[src/rtl/jml_reg_pkg.sv]
// Shared types and default widths for the register-file arbiter.
package jml_reg_pkg;

  localparam int unsigned DefaultAw = 6;
  localparam int unsigned DefaultDw = 8;

  typedef enum logic [2:0] {
    StIdle,
    StIWr,
    StIRd,
    StICap,
    StHWr,
    StHRd,
    StHCap
  } arb_state_t;

endpackage

[src/rtl/jml_sync.sv]
// Single-bit multi-flop synchronizer with asynchronous active-low reset.
module jml_sync #(
  parameter int unsigned SYNC_STAGES = 2
) (
  input  logic clk_i,
  input  logic rst_ni,
  input  logic d_i,
  output logic q_o
);

  logic [SYNC_STAGES-1:0] sync_q;

  // Shift the input through the synchronizer chain
  always_ff @(posedge clk_i or negedge rst_ni) begin
    if (!rst_ni) begin
      sync_q <= '0;
    end else begin
      sync_q <= {sync_q[SYNC_STAGES-2:0], d_i};
    end
  end

  assign q_o = sync_q[SYNC_STAGES-1];

endmodule

[src/rtl/jml_reg_arb.sv]
// Arbitrates a register file between an I2C bridge (scl domain) and a local host.
module jml_reg_arb
  import jml_reg_pkg::*;
#(
  parameter int unsigned AW          = DefaultAw,
  parameter int unsigned DW          = DefaultDw,
  parameter int unsigned SYNC_STAGES = 2
) (
  input  logic          clk,
  input  logic          reset_n,
  input  logic [AW-1:0] i2c_addr,
  input  logic          i2c_read,
  input  logic          i2c_write,
  input  logic [DW-1:0] i2c_write_data,
  output logic [DW-1:0] i2c_read_data,
  input  logic          host_req,
  input  logic          host_we,
  input  logic [AW-1:0] host_addr,
  input  logic [DW-1:0] host_wdata,
  output logic          host_gnt,
  output logic [DW-1:0] host_rdata,
  output logic [AW-1:0] reg_addr,
  output logic          reg_wr,
  output logic          reg_rd,
  output logic [DW-1:0] reg_wdata,
  input  logic [DW-1:0] reg_rdata,
  output logic          ovf_err
);

  localparam int unsigned SW = AW + DW + 2;

  logic [SW-1:0] sync_in, sync_out;
  logic          rd_s, wr_s;
  logic [AW-1:0] addr_s;
  logic [DW-1:0] wdata_s;

  assign sync_in = {i2c_read, i2c_write, i2c_addr, i2c_write_data};

  for (genvar gi = 0; gi < SW; gi++) begin : g_sync
    jml_sync #(
      .SYNC_STAGES(SYNC_STAGES)
    ) u_sync (
      .clk_i (clk),
      .rst_ni(reset_n),
      .d_i   (sync_in[gi]),
      .q_o   (sync_out[gi])
    );
  end

  assign {rd_s, wr_s, addr_s, wdata_s} = sync_out;

  arb_state_t    state_q, state_d;
  logic          wr_prev_q, rd_prev_q;
  logic [AW-1:0] addr_prev_q;
  logic          wr_pend_q, rd_pend_q, last_host_q, ovf_q;
  logic [AW-1:0] hold_addr_q, reg_addr_q;
  logic [DW-1:0] hold_data_q, reg_wdata_q, i2c_rdata_q, host_rdata_q;

  logic          wr_edge, rd_evt, wr_req, rd_req;
  logic          gnt_iwr, gnt_ird, gnt_hwr, gnt_hrd;
  logic [AW-1:0] wr_addr;
  logic [DW-1:0] wr_data;

  // Events are folded into the request in the cycle they appear so that an edge
  // coinciding with a host request still wins arbitration.
  assign wr_edge = wr_s & ~wr_prev_q;
  assign rd_evt  = rd_s & (~rd_prev_q | (addr_s != addr_prev_q));
  assign wr_req  = wr_pend_q | wr_edge;
  assign rd_req  = rd_pend_q | rd_evt;
  assign wr_addr = wr_edge ? addr_s : hold_addr_q;
  assign wr_data = wr_edge ? wdata_s : hold_data_q;

  assign gnt_iwr = (state_q == StIdle) && (state_d == StIWr);
  assign gnt_ird = (state_q == StIdle) && (state_d == StIRd);
  assign gnt_hwr = (state_q == StIdle) && (state_d == StHWr);
  assign gnt_hrd = (state_q == StIdle) && (state_d == StHRd);

  // State register
  always_ff @(posedge clk or negedge reset_n) begin
    if (!reset_n) begin
      state_q <= StIdle;
    end else begin
      state_q <= state_d;
    end
  end

  // Next state: prioritised arbitration in idle, fixed sequencing elsewhere
  always_comb begin
    state_d = state_q;
    unique case (state_q)
      StIdle: begin
        if (wr_req) begin
          state_d = StIWr;
        end else if (rd_req && (last_host_q || !host_req)) begin
          state_d = StIRd;
        end else if (host_req) begin
          state_d = host_we ? StHWr : StHRd;
        end
      end
      StIRd:   state_d = StICap;
      StHRd:   state_d = StHCap;
      default: state_d = StIdle;
    endcase
  end

  // Outputs decoded from the current state
  always_comb begin
    reg_wr     = 1'b0;
    reg_rd     = 1'b0;
    host_gnt   = 1'b0;
    host_rdata = host_rdata_q;
    unique case (state_q)
      StIWr: reg_wr = 1'b1;
      StIRd: reg_rd = 1'b1;
      StHWr: begin
        reg_wr   = 1'b1;
        host_gnt = 1'b1;
      end
      StHRd: reg_rd = 1'b1;
      StHCap: begin
        host_gnt   = 1'b1;
        host_rdata = reg_rdata;
      end
      default: ;
    endcase
  end

  // Edge history, pending flags, holding register and access address/data capture
  always_ff @(posedge clk or negedge reset_n) begin
    if (!reset_n) begin
      wr_prev_q    <= 1'b0;
      rd_prev_q    <= 1'b0;
      addr_prev_q  <= '0;
      wr_pend_q    <= 1'b0;
      rd_pend_q    <= 1'b0;
      last_host_q  <= 1'b0;
      ovf_q        <= 1'b0;
      hold_addr_q  <= '0;
      hold_data_q  <= '0;
      reg_addr_q   <= '0;
      reg_wdata_q  <= '0;
      i2c_rdata_q  <= '0;
      host_rdata_q <= '0;
    end else begin
      wr_prev_q   <= wr_s;
      rd_prev_q   <= rd_s;
      addr_prev_q <= addr_s;
      if (wr_edge) begin
        hold_addr_q <= addr_s;
        hold_data_q <= wdata_s;
      end
      // A new edge over an unserved write displaces it
      if (wr_edge && wr_pend_q) begin
        ovf_q <= 1'b1;
      end
      wr_pend_q <= gnt_iwr ? 1'b0 : wr_req;
      rd_pend_q <= gnt_ird ? 1'b0 : rd_req;
      if (gnt_iwr) begin
        reg_addr_q  <= wr_addr;
        reg_wdata_q <= wr_data;
        last_host_q <= 1'b0;
      end
      if (gnt_ird) begin
        reg_addr_q  <= addr_s;
        last_host_q <= 1'b0;
      end
      if (gnt_hwr) begin
        reg_addr_q  <= host_addr;
        reg_wdata_q <= host_wdata;
        last_host_q <= 1'b1;
      end
      if (gnt_hrd) begin
        reg_addr_q  <= host_addr;
        last_host_q <= 1'b1;
      end
      if (state_q == StICap) begin
        i2c_rdata_q <= reg_rdata;
      end
      if (state_q == StHCap) begin
        host_rdata_q <= reg_rdata;
      end
    end
  end

  assign reg_addr      = reg_addr_q;
  assign reg_wdata     = reg_wdata_q;
  assign i2c_read_data = i2c_rdata_q;
  assign ovf_err       = ovf_q;

endmodule

[config.mk]
export PLATFORM = sky130hd
export DESIGN_NAME = jml_reg_arb
export DESIGN_NICKNAME = d
export VERILOG_FILES = /design/src/rtl/jml_reg_pkg.sv /design/src/rtl/jml_sync.sv /design/src/rtl/jml_reg_arb.sv
export SDC_FILE = /design/constraint.sdc
export NUM_CORES = 1
export LEC_CHECK = 0
export ABC_CLOCK_PERIOD_IN_PS = 1700
export CELL_PAD_IN_SITES_DETAIL_PLACEMENT = 2
export CELL_PAD_IN_SITES_GLOBAL_PLACEMENT = 2
export CORE_ASPECT_RATIO = 1.4
export CORE_MARGIN = 5
export CORE_UTILIZATION = 25
export DETAILED_ROUTE_END_ITERATION = 7
export GPL_TIMING_DRIVEN = 0
export PLACE_DENSITY = 0.62
export SYNTH_ARGS = -nofsm -noshare
export SYNTH_HDL_FRONTEND = slang
export SYNTH_SLANG_ARGS = --single-unit
[constraint.sdc]
create_clock -name clk -period 1.7 [get_ports clk]
set_input_delay 0.425 -clock clk [delete_from_list [all_inputs] [get_ports clk]]
set_output_delay 0.425 -clock clk [all_outputs]
set_load 0.005 [all_outputs]
Yosys cells after proc, flatten, opt, wreduce, memory -nomap -nowiden. Cells that the tools add are included.

Bits in latches: 0. Input bits: 42. Register bits: 91. Output and inout bits: 34. ROM bits: 0. Memories: 0. Memory bits (writable): 0.

Divide/modulo/power cells: 0. Multiply operators: 0. Equal/unequal tests: 11. Shift-type cells: 0. Magnitude comparators: 0. Add/subtract/negate cells: 0. Reductions and logical operators: 14. Multiplexer cells: 23. Bitwise gates (word level): 7.

Operators with widths (number): $mux W8 (4); $mux W6 (5); $eq A3 B3 Y1 const B (5); $mux W1 (10); $eq A3 B2 Y1 const B (3); $mux W3 (3); $pmux W3 S3 (1); $eq A3 B1 Y1 const B (2); $logic_and A1 B1 Y1 (6); $ne A6 B6 Y1 (1); $reduce_or A2 Y1 (3); $reduce_bool A4 Y1 (1); $logic_not A3 Y1 (1); $or A1 B1 Y1 (3); $and A1 B1 Y1 (2); $not A1 Y1 (2); $reduce_bool A2 Y1 (1); $logic_not A1 Y1 (1); $logic_or A1 B1 Y1 (1).

Logic depth before layout (Yosys ltp).
Depth after elaboration: 14. Gate-level depth with buffers: 8. Mapped depth without buffers: 5.

Hierarchy. A second synthesis with hierarchy kept.

Cells, all modules: 233. Area, all modules: 3363.2 µm².

Modules (own cells, without submodules): jml_reg_arb (cells each 201, seq. area each 1476.4 µm², area an instance 2562.5 µm², times used 1); jml_sync (cells each 2, seq. area each 50.0 µm², area an instance 50.0 µm², times used 16).

Worst setup path after synthesis. No wires, ideal clock.

Path type: flip-flop to flip-flop. From: reg g_sync[8].u_sync.sync_q[1]. To: reg reg_addr_q[0] (netlist: reg_addr[0]). Data required time: 1574 ps. Path slack: -28 ps. Stages on the path, launching flop included: 6. Path buffers: 0. Library setup time: 126 ps. Arrival: 1602 ps. Cell sequence: dfrtp_1 > xor2_1 > nor4_4 > a211oi_4 > a22o_1 > a221o_1.

Longest elaborated chain between the ends: 13. Elaborated cells on any way between the ends: 22.

RTL lines: from (decl) (RTL line jml_sync.sv:11) `logic [SYNC_STAGES-1:0] sync_q;`; from (signal assigned) (RTL line jml_sync.sv:18) `sync_q <= {sync_q[SYNC_STAGES-2:0], d_i};`; $ne A6 B6 Y1 (RTL line jml_reg_arb.sv:67) `assign rd_evt = rd_s & (~rd_prev_q | (addr_s != addr_prev_q));`; $or A1 B1 Y1 (RTL line jml_reg_arb.sv:67); $and A1 B1 Y1 (RTL line jml_reg_arb.sv:67); $or A1 B1 Y1 (RTL line jml_reg_arb.sv:69) `assign rd_req = rd_pend_q | rd_evt;`; $logic_and A1 B1 Y1 (RTL line jml_reg_arb.sv:94) `end else if (rd_req && (last_host_q || !host_req)) begin`; $mux W3 (RTL line jml_reg_arb.sv:94); $mux W3 (RTL line jml_reg_arb.sv:92) `if (wr_req) begin`; $pmux W3 S3 (RTL line jml_reg_arb.sv:90) `unique case (state_q)`; $eq A3 B2 Y1 (RTL line jml_reg_arb.sv:74) `assign gnt_ird = (state_q == StIdle) && (state_d == StIRd);`; $logic_and A1 B1 Y1 (RTL line jml_reg_arb.sv:74); $mux W6 (RTL line jml_reg_arb.sv:163) `if (gnt_ird) begin`; $mux W6 (RTL line jml_reg_arb.sv:167) `if (gnt_hwr) begin`; $mux W6 (RTL line jml_reg_arb.sv:172) `if (gnt_hrd) begin`; to (signal assigned) (RTL line jml_reg_arb.sv:164) `reg_addr_q <= addr_s;`; to (signal assigned) (RTL line jml_reg_arb.sv:168) `reg_addr_q <= host_addr;`; to (signal assigned) (RTL line jml_reg_arb.sv:173) `reg_addr_q <= host_addr;`; to (decl) (RTL line jml_reg_arb.sv:56) `logic [AW-1:0] hold_addr_q, reg_addr_q;`.

Several ways; a longest one is shown, not always the timed one. The select of a mux whose other input is x is not followed. A chain may end at the register's enable or synchronous reset.

Worst setup path in the final report.
From: reg state_q[2]. To: out host_rdata[2].

Longest elaborated chain between the ends: 2.

RTL lines: from (decl) (RTL line jml_reg_arb.sv:52) `arb_state_t state_q, state_d;`; from (signal assigned) (RTL line jml_reg_arb.sv:81) `state_q <= StIdle;`; from (signal assigned) (RTL line jml_reg_arb.sv:83) `state_q <= state_d;`; $eq A3 B3 Y1 (RTL line jml_reg_arb.sv:112) `unique case (state_q)`; $mux W8; to (decl) (RTL line jml_reg_arb.sv:21) `output logic [DW-1:0] host_rdata,`.

Every way passes these cells.

==> flow_summary.json <==
{
  "layout_common_cells": "dfrtp_1, clkdlybuf4s50_1, buf_4, mux2_2, buf_6",
  "first_pass_iters": 4,
  "slew_violations": 0,
  "gp_congestion": 0.677,
  "place_inst": 467,
  "slew_headroom": 0.616,
  "p_leak_nw": 2.20,
  "worstMarginPinSlew_ns": 0.577,
  "setup_viol": 27,
  "port_buffers": 75,
  "grt_pass1_vias": 2556,
  "violations": "setup timing",
  "area_growth_pct": 55.3,
  "stdcell_area_sq_um": 5140,
  "p_per_area_nw_per_um2": 1600,
  "h-tree-depth": 3,
  "place_hpwl_mm": 5.70,
  "finalClockSkew_ns": 0.00969,
  "fp.dieW_microns": 107,
  "ioPinCount": 76,
  "drc": 0,
  "yosys.area_share.simple": 0.0775,
  "yosysWarnings": 0,
  "synth_compound_area_frac": 0.0942,
  "crit_arrival_ns": 1.58,
  "synth_cell_types": 41,
  "crit_path_end_kind": "primary output",
  "vias": 2197,
  "fmax_mhz": 500,
  "yosysTopAreaCell": "dfrtp_1",
  "grt_max_degree": 52,
  "final_cells": 521,
  "muxShareOfSynthArea": 0.102,
  "synth_top_family_by_area": "multiplexers",
  "syn-num-nets": 255,
  "syn_avg_cell_area_sq_um": 15.5,
  "ys_top_cells_by_area": "dfrtp_1, mux2_2, a221o_1, a22o_1, xor2_1",
  "place_area_sq_um": 4330,
  "period_share": 1.18,
  "wl_mm": 8.91,
  "netlist_instances": 213,
  "cap_violations": 0,
  "syn_area_sq_um": 3310,
  "crit_required_ns": 1.27,
  "root_buffer": "clkbuf_16",
  "core_area_sq_um": 12900,
  "cp-start-kind": "flop",
  "yosysTopAreaCellShare": 0.688,
  "layout-drive-gt1-share": 0.399,
  "drt_iter0_markers": 40,
  "path_class": "reg -> out",
  "cts_buffers": 9,
  "internal-power_mw": 5.75,
  "p_sw_frac": 0.299,
  "finalHoldViolCount": 0,
  "avgRoutedWirePerCell_microns": 17.1,
  "p_switching_mw": 2.45,
  "status": "finished, violations left",
  "ff_latch_area_sq_um": 2280,
  "die_area_sq_um": 15700,
  "synth_seq_area_share": 0.688,
  "rows": 49,
  "vias_per_cell": 4.22,
  "synth_xor_area_frac": 0.0185,
  "peakVddDrop_v": 0.000525,
  "gr-total-overflow": 0,
  "path_clk_slew_ns": 0.07,
  "grt_use_total": 0.119,
  "fillCellCount": 1324,
  "synthAdderAreaFrac": 0,
  "layout.nets": 380,
  "clockPowerShare": 0.240,
  "synth_seq_cells": 91,
  "p_total_mw": 8.20,
  "insertion_delay_ns": 0.34,
  "initial_core_util": 0.256,
  "multiInputGateArea_sq_um": 1150,
  "combPwrFrac": 0.395,
  "drtAntennaViolNets": 0,
  "num_antenna_cells": 0,
  "synthArstFlopShare": 1.00,
  "die_y_microns": 146,
  "ys.flop_type": "dfrtp_1",
  "worst_slack_ns": -0.301,
  "tritoncts": "built",
  "fin_util": 0.397,
  "hp-class": "in -> async",
  "worstPathMaxFanout": 6,
  "min_period_ns": 2.00,
  "cts_sinks": 91,
  "synth-edff-count": 0,
  "pwr-share-seq": 0.365,
  "final_common_cell": "dfrtp_1",
  "clk_path_buf_depth": 2,
  "antenna_found_initial": 0,
  "grt_pass1_wl_mm": 14.3,
  "rsz0062_at_grt": "yes"
}
-- power groups by stage --
| stage | sequential (mW) | combinational [mW] | clock (mW) |
|---|---|---|---|
| after floorplan | 2.98 | 1.23 | 0 |
| after global placement | 3.00 | 2.51 | 0 |
| after detailed placement | 3.03 | 2.58 | 0 |
| after CTS | 2.98 | 3.07 | 2.03 |
| after global routing | 3.06 | 3.50 | 2.13 |
| final | 2.99 | 3.24 | 1.97 |
-- per-layer routing --
layer | up-vias | track usage | part of all wire
met5 | - | 0 | 0
met4 | 0 | 0.0429 | 0.012
met3 | 8 | 0.0296 | 0.031
met2 | 40 | 0.212 | 0.56
met1 | 1141 | 0.137 | 0.40
li1 | 1008 | - | -
-- final timing paths --
check	slack, ns	depth (start not counted)	startpoint	end
max in group asynchronous	0.95	2	reset_n	g_sync[8].u_sync.sync_q[1]
worst max-delay path	-0.30	5	state_q[2]	host_rdata[2]
worst min-delay path	0.07	1	reset_n	i2c_read_data[1]
worst min register to register	0.35	0	g_sync[0].u_sync.sync_q[0]	g_sync[0].u_sync.sync_q[1]
worst max register to register	-0.16	7	rd_pend_q	reg_addr[3]
min in group clk	0.35	0	g_sync[0].u_sync.sync_q[0]	g_sync[0].u_sync.sync_q[1]
-- area by class of cell --
type	count	share of cell area
repair buffers	117	0.219
clock buffers	11	0.0492
multi-input cells	113	0.225
flip-flops and latches	91	0.444
inverters	2	0.00146
plain buffers	4	0.00974
clock inverters	5	0.00852
well taps	178	0.0433
-- cell usage after synthesis, types with 2 or more instances --
cell type   n
a221o_1    10
nand3_1     4
nor2_1      5
buf_2       2
mux2_2     29
a22o_1      6
inv_1       2
nor2b_1     6
nand2b_1    3
a21oi_1     2
o22ai_1     2
dfrtp_1    91
xor2_1      6
o21a_1      2
nand2_1    10
buf_6       3
nand3b_1    2
nor3_1      2
o211ai_1    4
-- repair_timing --
action                     4_1_cts  5_1_grt
hold endpoints to repair         0        0
setup endpoints to repair       29       37
buffers inserted                32       11
hold buffers                     0        0
pin swaps                       23        6
resized for setup               91       16
-- sequential cells by signal, summed over array words and instances (netlist names), 3 cells and up --
name                  cells
hold_addr_q               6
reg_addr                  6
hold_data_q               8
i2c_read_data             8
state_q                   3
g_sync.u_sync.sync_q     32
reg_wdata                 8
addr_prev_q               6
host_rdata_q              8
-- cell families after synthesis --
group                     count (synthesis)
xor gates and xnor gates                  7
DFF                                      91
buffers and inverters                     9
AOI/OAI and AO/OA                        34
and+or+nand+nor                          42
muxes                                    30
-- through the flow --
| step | setup slack [ns] | TNS, ns | hold slack [ns] |
|---|---|---|---|
| 6_report | -0.301 | -4.36 | 0.0740 |
| 3_5_place_dp | -0.688 | -15.14 | 0.336 |
| 5_1_grt | -0.369 | -6.44 | 0.114 |
| 2_1_floorplan | 0.000109 | 0 | 0.129 |
| 3_3_place_gp | -3.27 | -310.68 | 0.332 |
| 4_1_cts | -0.337 | -4.02 | 0.0906 |
-- critical path, cell delays in order, from the launching register on --
cell,delay [ns]
dfrtp_2,0.42
nor2b_4,0.14
nand2_4,0.10
buf_6,0.12
mux2_2,0.34
buf_6,0.12
Note: power is estimated with default switching activity, not from simulation.
